**src/rtl/axi_packet_rr_mux.sv**
```systemverilog
// Packet-atomic N:1 AXI-stream arbiter. The grant is held from the first beat to tlast,
// so packets never interleave. Round-robin or fixed-priority selection.
module axi_packet_rr_mux #(
  parameter int WIDTH     = 32,
  parameter int NUM_PORTS = 4,
  parameter int PRIO      = 0
) (
  input  logic                       clk,
  input  logic                       reset,
  input  logic                       clear,
  input  logic [NUM_PORTS*WIDTH-1:0] i_tdata,
  input  logic [NUM_PORTS-1:0]       i_tlast,
  input  logic [NUM_PORTS-1:0]       i_tvalid,
  output logic [NUM_PORTS-1:0]       i_tready,
  output logic [WIDTH-1:0]           o_tdata,
  output logic                       o_tlast,
  output logic                       o_tvalid,
  input  logic                       o_tready,
  output logic [2:0]                 grant,
  output logic                       busy,
  output logic [15:0]                pkt_count
);

  typedef enum logic {IDLE, GRANT} state_t;

  state_t                   state_q;
  logic [2:0]               grant_q;
  logic [2:0]               last_grant_q;
  logic [15:0]              pkt_count_q;

  logic [2:0]               start;
  logic [2*NUM_PORTS-1:0]   req_dbl;
  logic [NUM_PORTS-1:0]     req_rot;
  logic [3:0]               win_sum;
  logic [2:0]               win;
  logic                     found;

  logic [WIDTH-1:0]         sel_data;
  logic                     sel_last;
  logic                     sel_valid;

  // Round-robin searches a rotated copy of the requests starting just past the last grant.
  always_comb begin
    start   = (last_grant_q == 3'(NUM_PORTS - 1)) ? '0 : last_grant_q + 3'd1;
    req_dbl = {i_tvalid, i_tvalid};
    req_rot = NUM_PORTS'(req_dbl >> start);
    win_sum = '0;
    win     = '0;
    found   = 1'b0;
    for (int unsigned i = 0; i < NUM_PORTS; i++) begin
      if (PRIO != 0) begin
        if (!found && i_tvalid[i]) begin
          win   = 3'(i);
          found = 1'b1;
        end
      end else begin
        if (!found && req_rot[i]) begin
          win_sum = 4'(start) + 4'(i);
          if (win_sum >= 4'(NUM_PORTS)) win_sum = win_sum - 4'(NUM_PORTS);
          win   = win_sum[2:0];
          found = 1'b1;
        end
      end
    end
  end

  always_comb begin
    sel_data  = '0;
    sel_last  = 1'b0;
    sel_valid = 1'b0;
    for (int unsigned k = 0; k < NUM_PORTS; k++) begin
      if (grant_q == 3'(k)) begin
        sel_data  = i_tdata[k*WIDTH +: WIDTH];
        sel_last  = i_tlast[k];
        sel_valid = i_tvalid[k];
      end
    end
  end

  always_comb begin
    o_tdata  = sel_data;
    o_tlast  = 1'b0;
    o_tvalid = 1'b0;
    i_tready = '0;
    if (state_q == GRANT) begin
      o_tlast  = sel_last;
      o_tvalid = sel_valid;
      for (int unsigned k = 0; k < NUM_PORTS; k++) begin
        i_tready[k] = (grant_q == 3'(k)) & o_tready;
      end
    end
  end

  always_ff @(posedge clk) begin
    if (reset || clear) begin
      state_q      <= IDLE;
      grant_q      <= '0;
      last_grant_q <= 3'(NUM_PORTS - 1);
      pkt_count_q  <= '0;
    end else begin
      case (state_q)
        IDLE: begin
          if (found) begin
            grant_q <= win;
            state_q <= GRANT;
          end
        end
        GRANT: begin
          if (o_tvalid && o_tready && o_tlast) begin
            state_q      <= IDLE;
            last_grant_q <= grant_q;
            pkt_count_q  <= pkt_count_q + 16'd1;
          end
        end
        default: state_q <= IDLE;
      endcase
    end
  end

  assign grant     = grant_q;
  assign busy      = (state_q == GRANT);
  assign pkt_count = pkt_count_q;

endmodule

```
**config.mk**
```make
export PLATFORM = sky130hd
export DESIGN_NAME = axi_packet_rr_mux
export DESIGN_NICKNAME = d
export VERILOG_FILES = /design/src/rtl/axi_packet_rr_mux.sv
export SDC_FILE = /design/constraint.sdc
export NUM_CORES = 1
export LEC_CHECK = 0
export CAP_MARGIN = 20
export CORE_MARGIN = 3
export CORE_UTILIZATION = 30
export CTS_CLUSTER_SIZE = 28
export DETAILED_ROUTE_END_ITERATION = 16
export PLACE_DENSITY_LB_ADDON = 0.25
export SLEW_MARGIN = 20
export SYNTH_ARGS = -nofsm -noshare
export SYNTH_HDL_FRONTEND = slang
export SYNTH_SLANG_ARGS = --single-unit
```
**constraint.sdc**
```tcl
create_clock -name clk -period 2 [get_ports clk]
set_input_delay 0.4 -clock clk [delete_from_list [all_inputs] [get_ports clk]]
set_output_delay 0.4 -clock clk [all_outputs]
set_load 0.02 [all_outputs]
```
==> metrics.yaml, run 1 <==
run_status:
  status: "complete, but fails checks"
  violations: "setup timing"
worst_setup_path:
  crit_path_max_fanout: 11
  slowest_delay_ns: 0.50
  crit_chain: "buf_12, mux4_2, nor2b_1, buf_2"
  crit_arrival_ns: 1.69
  worstSetupStartpointType: "flop"
  cp_data_required_time_ns: 1.60
  critPathCaptureType: "output pin"
  setup.worst_path.class: "flop to output pin"
  cp_slowest_cell: "mux4_2"
sta:
  final.setup.tns_ns: -2.02
  maxSlewHeadroom_pct: 73.0
  final.period_utilization_pct: 105
  fin_crit_ns: 2.09
  hold_viol: 0
  tightest_slew_ns: 0.403
  drv_slew: 0
  finalClockSkew_ns: 0.00511
  finalWorstSetupSlack_ns: -0.0946
  setup_viol: 38
  whs_ns: 0.536
  rsz0062_at_grt: "yes"
  fmax_mhz: 477
floorplan:
  rows: 31
  start_util_pct: 31.7
  die_w_um: 94.7
  dieArea_um2: 8970
  core_um2: 7450
  die_y_um: 94.7
  ios: 198
power:
  p_int_w: 0.00114
  p_seq_share_pct: 29.5
  power_density_nw_per_um2: 310
  p_clk_share_pct: 18.5
  swShare_pct: 28.0
  max-vdd-ir-drop_mv: 0.344
  p_leak_nw: 2.00
  pwr-share-comb_pct: 52.0
  switching_power_w: 0.000441
placed_design:
  portBuffers: 197
  globalplace.congestion: 0.802
  pre_cts_ws_ns: -0.404
  dp_hpwl_um: 8250
  post-place-cells: 560
logic_synthesis:
  synth_cells: 242
  ys.flop_type: "dfxtp_1"
  synth_area_um2: 2360
  synth-seq-area-share_pct: 19.5
  synth-seq-cells: 23
  ys_types: 48
  postSynthAreaPerCell_um2: 9.76
  synth_edf_count: 0
  syn-num-nets: 385
  yosysWarnings: 0
  async_reset_ff_share_pct: 0
clock_tree:
  tritoncts.num_buffers: 3
  cts_tree: "done"
  cts.sinks: 23
  path_clk_slew_ns: 0.08
  cts_hold_buf: 0
  cts-root-to-sink-buffers: 2
  htree_num_levels: 1
  clk-insertion-delay-late_ns: 0.27
  cts_root_buf: "clkbuf_8"
layout:
  most-common-layout-cells: "clkdlybuf4s50_1 (155), buf_4 (44), mux4_2 (34)"
  instances_no_fill: 574
  layout.nets: 619
  n_antenna_cell: 0
  drive_gt1_share_pct: 36.0
  area_growth_pct: 116
  fill_cells: 621
  layout_commonest_cell: "clkdlybuf4s50_1"
routing:
  drc_errors: 0
  vias_per_cell: 5.11
  drtIter0Drc: 96
  wl_per_cell_um: 18.3
  firstDrtPassIters: 4
  wl_um: 10500
  vias: 2936
  antenna_left: 0
global_routing:
  grt_first_pass_wirelength_um: 15600
  grt_start_max_net_pins: 27
  grt-ovfl-total: 0
  track_usage_pct: 22.1
  grt_pass1_vias: 3009
  antenna_found_initial: 0
worst_hold_path:
  hold_path.class: "flop to flop"
run:
  cap_violations: 0
[power by group through the flow]
stage | combinational, W | sequential, W | clock, W
3_5_place_dp | 0.000787 | 0.000478 | 0
4_1_cts | 0.000774 | 0.000467 | 0.000303
5_1_grt | 0.000867 | 0.000467 | 0.000322
3_3_place_gp | 0.000776 | 0.000478 | 0
2_1_floorplan | 0.000305 | 0.000481 | 0
6_report | 0.000819 | 0.000466 | 0.000292
[synthesized netlist by cell type, types with 6 or more instances]
master | count | area share (%)
a21oi_1 | 7 | 1.5
nor2b_1 | 34 | 9.0
o211ai_1 | 6 | 1.9
nand2_1 | 14 | 2.2
clkbuf_1 | 10 | 1.6
mux4_2 | 34 | 32
dfxtp_1 | 23 | 20
inv_1 | 6 | 0.95
o21ai_0 | 6 | 1.3
xor2_1 | 11 | 4.1
nand3_1 | 7 | 1.5
nor2_1 | 22 | 3.5
[cells by family after synthesis]
logic type / synth area share (%)
fa+ha+maj: 1.59
simple gates: 25.6
xor+xnor: 5.94
compound gates: 9.65
buf+inv: 3.55
flops: 19.5
mux: 34.2
[path summary, 6_finish.rpt]
kind,slack (ns),cells past startpoint,to,startpoint
setup reg to reg,-0.09,8,pkt_count[3],grant[0]
hold reg to reg,0.54,2,pkt_count[15],pkt_count[15]
hold / removal,0.54,2,pkt_count[15],pkt_count[15]
setup / recovery,-0.09,4,o_tdata[20],grant[0]
[area by class of cell]
type	instances	area, um2	share of cell area, %
Clock buffer	4	45.0	0.884
Tap cell	99	124	2.43
Sequential cell	23	470	9.23
Timing Repair Buffer	244	2370	46.5
Inverter	6	25.0	0.491
Multi-Input combinational cell	198	2060	40.5
[worst max-delay path: cells and delay by family, from the launching register on]
family                 cells  cell delay, ns
buffers and inverters      2            0.34
flip-flops                 1            0.44
multiplexers               1            0.50
AND/OR/NAND/NOR            1            0.14
[stage by stage]
step	power (W)	cell area (um2)	util (%)
floorplan	0.000785	2400	-
detailed placement	0.00126	4750	63.8
global route	0.00166	5100	68.4
global placement	0.00125	4750	63.8
CTS	0.00154	4860	65.3
finish	0.00158	5100	68.4
[flip-flops by register name (all words and copies together) (netlist names)]
name	count
busy	1
pkt_count	16
last_grant_q	3
grant	3
[timing repair]
action / 4_1_cts / 5_1_grt
gates cloned: 1 / 0
setup buffers: 7 / 4
endpoints found under the setup margin: 52 / 53
gates resized for setup: 191 / 68
pin swaps: 15 / 21
hold endpoints to repair: 0 / 0
[layer usage]
layer / part of all wire, % / wire [um] / global-route usage [%] / vias up
li1: - / - / - / 1384
met1: 35 / 3640 / 24.9 / 1383
met2: 51 / 5310 / 38.4 / 136
met3: 10 / 1070 / 6.53 / 33
met4: 4.7 / 491 / 9.74 / 0
met5: 0 / 0 / 0 / -
Power figures use the tool's default switching activity.
==> run 2: changes to the inputs <==
- HOLD_SLACK_MARGIN: default -> 0.1
==> results of run 2 <==
Same layout as run 1: the final DEF is identical, and so are final timing and power.
